### src/rtl/imem_loader.sv
// Framed byte-stream loader for the instruction memory: parses A5/N/data/CHK frames,
// writes little-endian words, and holds the core in reset until a frame checks out.
module imem_loader #(
    parameter int WIDTH = 32,
    parameter int ADD   = 8
) (
    input  logic             clk,
    input  logic             rst,
    input  logic [7:0]       rx_data,
    input  logic             rx_valid,
    output logic             rx_ready,
    output logic             mem_we,
    output logic [WIDTH-1:0] mem_addr,
    output logic [WIDTH-1:0] mem_wdata,
    output logic             cpu_rst,
    output logic             done,
    output logic             error,
    output logic [ADD:0]     load_count
);

    localparam logic [2:0] IDLE = 3'd0;
    localparam logic [2:0] LEN0 = 3'd1;
    localparam logic [2:0] LEN1 = 3'd2;
    localparam logic [2:0] DATA = 3'd3;
    localparam logic [2:0] CHK  = 3'd4;
    localparam logic [2:0] DONE = 3'd5;
    localparam logic [2:0] ERR  = 3'd6;

    localparam logic [7:0]  HEADER   = 8'hA5;
    localparam logic [16:0] CAPACITY = 17'(2 ** ADD);

    logic [2:0]       state_reg;
    logic [7:0]       len_lo_reg;
    logic [15:0]      len_reg;
    logic [1:0]       lane_reg;
    logic [7:0]       chk_reg;
    logic [ADD:0]     count_reg;
    logic             mem_we_reg;
    logic [WIDTH-1:0] mem_addr_reg;
    logic [WIDTH-1:0] mem_wdata_reg;
    logic             cpu_rst_reg;
    logic             done_reg;
    logic             error_reg;

    logic             accept;
    logic [15:0]      len_next;
    logic [ADD:0]     count_next;
    logic             word_last;

    // The write cycle doubles as the stall cycle, so no byte is lost while mem_we is high.
    assign rx_ready   = ~mem_we_reg;
    assign accept     = rx_valid & rx_ready;
    assign len_next   = {rx_data, len_lo_reg};
    assign count_next = count_reg + {{ADD{1'b0}}, 1'b1};
    assign word_last  = (17'(count_next) == {1'b0, len_reg});

    // Lanes 0..2 are buffered; lane 3 comes straight from rx_data when the word is issued.
    genvar gi;
    generate
        for (gi = 0; gi < 3; gi++) begin : g_lane
            logic [7:0] byte_reg;
            always_ff @(posedge clk or negedge rst) begin
                if (!rst) begin
                    byte_reg <= 8'h00;
                end else if (accept && state_reg == DATA && lane_reg == 2'(gi)) begin
                    byte_reg <= rx_data;
                end
            end
        end
    endgenerate

    always_ff @(posedge clk or negedge rst) begin
        if (!rst) begin
            state_reg     <= IDLE;
            len_lo_reg    <= 8'h00;
            len_reg       <= 16'h0000;
            lane_reg      <= 2'd0;
            chk_reg       <= 8'h00;
            count_reg     <= '0;
            mem_we_reg    <= 1'b0;
            mem_addr_reg  <= '0;
            mem_wdata_reg <= '0;
            cpu_rst_reg   <= 1'b1;
            done_reg      <= 1'b0;
            error_reg     <= 1'b0;
        end else begin
            mem_we_reg <= 1'b0;
            if (accept) begin
                case (state_reg)
                    IDLE: begin
                        if (rx_data == HEADER) state_reg <= LEN0;
                    end
                    LEN0: begin
                        len_lo_reg <= rx_data;
                        state_reg  <= LEN1;
                    end
                    LEN1: begin
                        // Counters restart for every frame so an empty frame reports zero words.
                        len_reg   <= len_next;
                        lane_reg  <= 2'd0;
                        chk_reg   <= 8'h00;
                        count_reg <= '0;
                        if ({1'b0, len_next} > CAPACITY) begin
                            state_reg <= ERR;
                            error_reg <= 1'b1;
                        end else if (len_next == 16'h0000) begin
                            state_reg <= CHK;
                        end else begin
                            state_reg <= DATA;
                        end
                    end
                    DATA: begin
                        chk_reg  <= chk_reg ^ rx_data;
                        lane_reg <= lane_reg + 2'd1;
                        if (lane_reg == 2'd3) begin
                            mem_we_reg    <= 1'b1;
                            mem_addr_reg  <= {{(WIDTH-ADD-2){1'b0}}, count_reg[ADD-1:0], 2'b00};
                            mem_wdata_reg <= {rx_data, g_lane[2].byte_reg,
                                              g_lane[1].byte_reg, g_lane[0].byte_reg};
                            count_reg     <= count_next;
                            if (word_last) state_reg <= CHK;
                        end
                    end
                    CHK: begin
                        if (rx_data == chk_reg) begin
                            state_reg   <= DONE;
                            done_reg    <= 1'b1;
                            cpu_rst_reg <= 1'b0;
                        end else begin
                            state_reg <= ERR;
                            error_reg <= 1'b1;
                        end
                    end
                    DONE, ERR: begin
                        if (rx_data == HEADER) begin
                            state_reg   <= LEN0;
                            done_reg    <= 1'b0;
                            error_reg   <= 1'b0;
                            cpu_rst_reg <= 1'b1;
                        end
                    end
                    default: state_reg <= IDLE;
                endcase
            end
        end
    end

    assign mem_we     = mem_we_reg;
    assign mem_addr   = mem_addr_reg;
    assign mem_wdata  = mem_wdata_reg;
    assign cpu_rst    = cpu_rst_reg;
    assign done       = done_reg;
    assign error      = error_reg;
    assign load_count = count_reg;

endmodule

### config.mk
export PLATFORM = sky130hd
export DESIGN_NAME = imem_loader
export DESIGN_NICKNAME = d
export VERILOG_FILES = /design/src/rtl/imem_loader.sv
export SDC_FILE = /design/constraint.sdc
export NUM_CORES = 1
export LEC_CHECK = 0
export ABC_AREA = 1
export CAP_MARGIN = 20
export CORE_MARGIN = 2
export CORE_UTILIZATION = 48
export CTS_BUF_LIST = sky130_fd_sc_hd__clkbuf_8 sky130_fd_sc_hd__clkbuf_16
export DETAILED_ROUTE_END_ITERATION = 10
export HOLD_SLACK_MARGIN = 0.06
export PLACE_DENSITY = 0.82
export SKIP_CTS_REPAIR_TIMING = 1
export SLEW_MARGIN = 25
export SYNTH_ARGS = -nofsm -noshare
export SYNTH_HDL_FRONTEND = slang
export SYNTH_SLANG_ARGS = --single-unit
export TNS_END_PERCENT = 10
### constraint.sdc
create_clock -name clk -period 1.5 [get_ports clk]
set_input_delay 0.15 -clock clk [delete_from_list [all_inputs] [get_ports clk]]
set_output_delay 0.15 -clock clk [all_outputs]
set_load 0.05 [all_outputs]
==> results.txt, run 1 <==
Crit path top cell by count: nand2_1
Crit-path cells: ha_4 > nand2_2 > nor2_1 > nand2_1 > nand2_1 > or2_0 > nand3_1 > nor2_1 > nand3_1 > nand2_2 > nand2_2 > nand2_1 > nand2_1
N_diodes: 0
Slew Limit Fails: 0
Layout cells sized above 1: 0.2562
Distinct cells, synth: 35
Place WS: -400.8 ps
Starting density of the core: 0.4943
GPL Wtd Cong: 0.9080
First-pass GRT wire length: 20080 um
#FFs+latches synth: 114
Finished Layout Cells: 862
CP max-delay cell: dfrtp_2
Period utilization: 1.164
Post-synth top area cell: dfrtp_1
CTS tree: done
Critical Path Start Type: flop
Final setup margin: -246.5 ps
Routed WL per cell: 14.61 um
Full die area: 11520 um2
Drt first pass iters: 5
Post-Route WL: 12600 um
Root Driver: clkbuf_8
Routed vias: 4459
Outcome: finished with violations
Violations in the final reports: setup timing
WP data required: 1900 ps
GRT Total Usage: 0.2249
Yosys top cell area share: 0.5516
# DRC: 0
Maxcap violations: 0
Final setup viols: 6
Critical Path Max Stage Delay: 390 ps
Iter 0 DRT Violations: 232
Clock Path Buffers: 2
Synth area leaders: dfrtp_1 55%, nand2_1 16%, o21ai_0 3.8%
Storage cell area: 2865 um2
DR vias/cell: 5.173
Pwr dens: 1905 nW/um2
Final worst path period need: 1747 ps
CP Class: reg2reg
Post-route ant nets: 0
Number of core rows: 37
Flip-flop cell with the highest count after synthesis: dfrtp_1
Max VDD drop: 1299 uV
Max reg flops: 32
Critical Path AT: 2150 ps
Final hold violation count: 0
Core Util, Final: 0.6690
Crit-path leading delay family: simple AND/OR/NAND/NOR gates
Crit Path Max Fanout: 4
Placed insts: 823
Detail Placement HPWL: 8202 um
RSZ-0062 raised after global routing: true
Static Leak: 3.562 nW
Post-synth EDFFs: 0
Sum Neg Setup Slack: -715.4 ps
Clk slew on worst S/H paths: 60 ps
Number of global-route vias before repair: 4294
Worst hold path class: in2async
Die Height: 107.3 um
Initial antenna violation count: 0
F_max: 572.6 MHz
Mean area per synthesized cell: 8.659 um2
Core area: 10370 um2
Clk_skew: 11.11 ps
Net count reported at finish: 729
CP endpoint kind: flop
Total grt overflow: 0
Syn. warnings: 0
Post-Syn Area: 5126 um2
Fill cells: 772
Min Hold Slack: 166.6 ps
Critical path buffer and inverter count: 0
CTS Buf Count: 17
Die X-Extent: 107.3 um
Asr flop ratio synth: 1.000
Multi-input gate area: 2018 um2
Ports: 89
Clk sinks: 114
# port buffers: 64
Largest net degree at the start of global routing: 36
Sequential area share after synthesis: 0.5567
Area growth, synth to finish: 35.34%
Gate count of the mapped netlist: 592
Skew-Pair Late Insertion Delay: 520 ps
CTS HTree Levels: 4
## synthesized netlist by cell type (3+ instances only)
cell and n:
nand2_1 212, dfrtp_1 113, inv_1 47, o21ai_0 39, o21ai_1 36, buf_4 26
nor2_1 25, nand3_1 21, o22ai_1 7, clkbuf_1 5, ha_1 5, a22o_1 4
buf_2 4, buf_6 4, nand2_2 4, nand3b_1 4, nor2_2 4, xnor2_1 4
xor2_1 4, nand2_4 3, nand4_1 3, nor3_1 3
## through the flow
step	cell area (um2)	power [W]
floorplan	5311	0.007701
global placement	6201	0.009037
detailed placement	6201	0.009244
CTS	6754	0.01306
global route	6938	0.01391
finish	6938	0.01322
## cell usage in the layout (no fill, tap or decap), types with 4 or more instances in the layout
master / instances
ha_1: 4
dfrtp_2: 9
inv_1: 46
o22ai_1: 6
buf_12: 14
o21ai_0: 35
conb_1: 24
xor2_1: 4
nand3b_1: 4
clkinv_2: 6
buf_4: 90
a22o_1: 4
o21ai_1: 39
clkbuf_16: 17
nor2_4: 5
inv_2: 4
nand2_4: 5
clkdlybuf4s50_1: 9
nand3_1: 19
nor2_1: 22
dfrtp_1: 104
nand2_2: 7
nand2_1: 206
## worst register-to-register path: cells and delay by family (launching register included)
family / cells / cell delay (ps)
and+or+nand+nor: 12 / 1070
DFF: 1 / 390
adders and majority gates: 1 / 160
## layout make-up
| cell class | count | share of cell area |
|---|---|---|
| Sequential cell | 114 | 0.4130 |
| Multi-Input combinational cell | 411 | 0.2909 |
| Timing Repair Buffer | 119 | 0.1621 |
| Clock buffer | 18 | 0.06168 |
| Inverter | 50 | 0.02976 |
| Tap cell | 136 | 0.02453 |
| Clock inverter | 14 | 0.01803 |
## kinds of logic (layout without fill, tap and decap cells)
family	count (synthesis)	after routing	share of synthesized area
XOR/XNOR	8	8	0.01367
AND/OR/NAND/NOR	283	283	0.2294
other	1	24	0.0007315
flip-flops	114	114	0.5567
adder cells (fa/ha/maj)	5	5	0.01220
buffers and inverters	90	201	0.09202
AO/OA/AOI/OAI	91	91	0.09519
## final timing paths
path	slack, ps	cells after the start	from	to
min	170	3	rst	g_lane[1].byte_reg[4]
max reg2reg	-250	13	load_count[1]	state_reg[1]
max	-250	13	load_count[1]	state_reg[1]
max in group asynchronous	480	3	rst	g_lane[1].byte_reg[5]
min reg2reg	470	2	g_lane[2].byte_reg[5]	mem_wdata[21]
min in group clk	390	3	rx_data[0]	chk_reg[0]
## where the power goes
group	leakage, nW	switching, W	internal [W]
registers	1.51	0.000697	0.00407
logic	1.77	0.00297	0.00172
clock network	0.284	0.00139	0.00236
## metal layers
metal / part of all wire / routed length [um] / global-route usage / vias up
met1: 0.42 / 5285 / 0.2861 / 2166
met5: 0 / 0 / 0 / -
met4: 0.023 / 289 / 0.08700 / 0
li1: - / - / - / 2096
met2: 0.49 / 6180 / 0.3730 / 167
met3: 0.067 / 841 / 0.05387 / 30
No activity file was read; power rests on OpenSTA's default activity.
==> run 2, diff against run 1 <==
--- a/config.mk
+++ b/config.mk
@@ -6,13 +6,12 @@
 export NUM_CORES = 1
 export LEC_CHECK = 0
 export ABC_AREA = 1
-export CAP_MARGIN = 20
 export CORE_MARGIN = 2
-export CORE_UTILIZATION = 48
+export CORE_UTILIZATION = 51
 export CTS_BUF_LIST = sky130_fd_sc_hd__clkbuf_8 sky130_fd_sc_hd__clkbuf_16
 export DETAILED_ROUTE_END_ITERATION = 10
 export HOLD_SLACK_MARGIN = 0.06
-export PLACE_DENSITY = 0.82
+export PLACE_DENSITY = 0.83
 export SKIP_CTS_REPAIR_TIMING = 1
 export SLEW_MARGIN = 25
 export SYNTH_ARGS = -nofsm -noshare
==> constraint.sdc (replaced) <==
create_clock -name clk -period 2.1 [get_ports clk]
set_input_delay 0.21 -clock clk [delete_from_list [all_inputs] [get_ports clk]]
set_output_delay 0.21 -clock clk [all_outputs]
set_load 0.05 [all_outputs]
==> run 2 against run 1 <==
Count of clock-buffer cells in the layout down 1. Largest power group unchanged. Total power is 30% lower. Combinational power is 37% lower. Via count is 7.0% lower. Clock power fell by 24%. The run now ends clean. Die area decreased by 5.7%. Highest routed layer unchanged. Utilization down 1.2 points. Register-to-register slack gained 430 ps. Clock skew down 6.6 ps. Setup slack improved by 310 ps.
==> results.txt, run 2 (synthesis gave the netlist of run 1 again) <==
Outcome: finished clean (was finished with violations)
CTS tree: done (unchanged)
Final worst path period need: 2039 ps
Post-route ant nets: 0 (unchanged)
Crit-path cells: clkdlybuf4s50_1 (was ha_4 > nand2_2 > nor2_1 > nand2_1 > nand2_1 > or2_0 > nand3_1 > nor2_1 > nand3_1 > nand2_2 > nand2_2 > nand2_1 > nand2_1)
Full die area: 10870 um2 (was 11520 um2)
Most common cell after layout, fill and taps aside: nand2_1 (unchanged)
CP max-delay cell: clkdlybuf4s50_1 (was dfrtp_2)
Net count reported at finish: 683 (was 729)
Final setup margin: 60.64 ps (was -246.5 ps)
WP data required: 1890 ps (was 1900 ps)
R2R Setup Slk: 180 ps (was -250 ps)
Stages on the worst setup path: 1 (was 13)
Final setup viols: 0 (was 6)
Clock Path Buffers: 2 (unchanged)
Final hold violation count: 0 (unchanged)
First-pass GRT wire length: 18960 um (was 20080 um)
Die Height: 104.3 um (was 107.3 um)
Rel. slew slack: 0.5990
RSZ-0062 raised after global routing: false (was true)
Place WS: 201.4 ps (was -400.8 ps)
Met1 usage: 0.2960 (was 0.2861)
R2r worst-path depth: 12 (was 13)
Busiest grt layer: met2 (unchanged)
Ports: 89 (unchanged)
Total grt overflow: 0 (unchanged)
Area growth, synth to finish: 25.34% (was 35.34%)
Crit Path Max Fanout: 2 (was 4)
Detail Placement HPWL: 7443 um (was 8202 um)
Critical Path Max Stage Delay: 800 ps (was 390 ps)
Period utilization: 0.9711
Routed vias: 4148 (was 4459)
CTS HTree Levels: 4 (unchanged)
Core area: 9774 um2 (was 10370 um2)
Clk sinks: 114 (unchanged)
Skew-Pair Late Insertion Delay: 500 ps (was 520 ps)
Static Leak: 3.176 nW (was 3.562 nW)
GRT Total Usage: 0.2202 (was 0.2249)
Post-Route WL: 11420 um (was 12600 um)
Worst slew pin tran: 601.5 ps
Root Driver: clkbuf_8 (unchanged)
Drt first pass iters: 5 (unchanged)
GPL Wtd Cong: 0.8352 (was 0.9080)
Critical path buffer and inverter count: 1 (was 0)
F_max: 490.3 MHz
# DRC: 0 (unchanged)
Post-DP Area: 5819 um2 (was 6201 um2)
Number of global-route vias before repair: 3938 (was 4294)
DR vias/cell: 5.102 (was 5.173)
CTS Buf Count: 17 (unchanged)
N_diodes: 0 (unchanged)
Critical Path AT: 1830 ps (was 2150 ps)
Largest net degree at the start of global routing: 45 (was 36)
Routed WL per cell: 14.05 um (was 14.61 um)
Clk slew on worst S/H paths: 60 ps (about the same)
CP endpoint kind: output port (was flop)
Crit-path leading delay family: buffers and inverters (was simple AND/OR/NAND/NOR gates)
Slew Limit Fails: 0 (unchanged)
Grt met3 use: 0.05451 (was 0.05387)
Iter 0 DRT Violations: 238 (was 232)
Layout cells sized above 1: 0.08676 (was 0.2562)
Max reg flops: 32 (unchanged)
Clk_skew: 4.532 ps (was 11.11 ps)
Maxcap violations: 0 (unchanged)
Pwr dens: 1432 nW/um2 (was 1905 nW/um2)
Grt met2 use: 0.3562 (was 0.3730)
Die X-Extent: 104.3 um (was 107.3 um)
Commonest non-fill, non-tap cells in the layout: 212 x nand2_1, 113 x dfrtp_1, 63 x clkdlybuf4s50_1, 47 x inv_1, 38 x o21ai_0 (was 206 x nand2_1, 104 x dfrtp_1, 90 x buf_4, 46 x inv_1, 39 x o21ai_1)
# port buffers: 64 (unchanged)
CP Class: reg2out (was reg2reg)
Initial antenna violation count: 0 (unchanged)
Max VDD drop: 816.3 uV (was 1299 uV)
Number of core rows: 36 (was 37)
Sum Neg Setup Slack: 0 ps (was -715.4 ps)
Worst hold path class: in2async (unchanged)
Starting density of the core: 0.5244 (was 0.4943)
Final Cell Area: 6425 um2 (was 6938 um2)
Critical Path Start Type: flop (unchanged)
run 2: worst paths after layout:
kind	endpoint	start
max in group asynchronous	load_count[7]	rst
worst max-delay path	cpu_rst	cpu_rst
worst max register to register	state_reg[1]	load_count[0]
min in group clk	mem_wdata[8]	g_lane[1].byte_reg[0]
worst min register to register	mem_wdata[8]	g_lane[1].byte_reg[0]
worst min-delay path	mem_wdata[22]	rst
run 2: routing by layer:
layer | share of wire | up-vias
met5 | 0 | -
met4 | 0.011 | 0
met3 | 0.067 | 12
met2 | 0.49 | 154
met1 | 0.43 | 1988
li1 | - | 1994
run 2: area by class of cell:
| class | instances | area (um2) |
|---|---|---|
| Timing Repair Buffer | 73 | 733.2 |
| Tap cell | 133 | 166.4 |
| Clock buffer | 17 | 414.1 |
| Clock inverter | 15 | 181.4 |
| Inverter | 50 | 188.9 |
| Sequential cell | 114 | 2854 |
| Multi-Input combinational cell | 411 | 1887 |
| Fill cell | 778 | 3349 |
run 2: metrics by stage:
step	power, W	util	std cells	hold slack [ps]
6_report	0.009197	0.6573	813	261.4
5_1_grt	0.009699	0.6573	813	299.7
4_1_cts	0.009244	0.6563	812	-279.7
3_5_place_dp	0.006310	0.5954	780	257.8
3_3_place_gp	0.006195	0.5954	780	248.3
2_1_floorplan	0.005446	-	615	-85.59
run 2: report_power, final:
| part | internal (W) | total [W] | switching (W) | leakage, nW |
|---|---|---|---|---|
| sequential | 0.00290 | 0.00338 | 0.000478 | 1.52 |
| combinational | 0.000995 | 0.00296 | 0.00197 | 1.36 |
| clock | 0.00182 | 0.00286 | 0.00104 | 0.289 |
| total | 0.00571 | 0.00920 | 0.00349 | 3.18 |
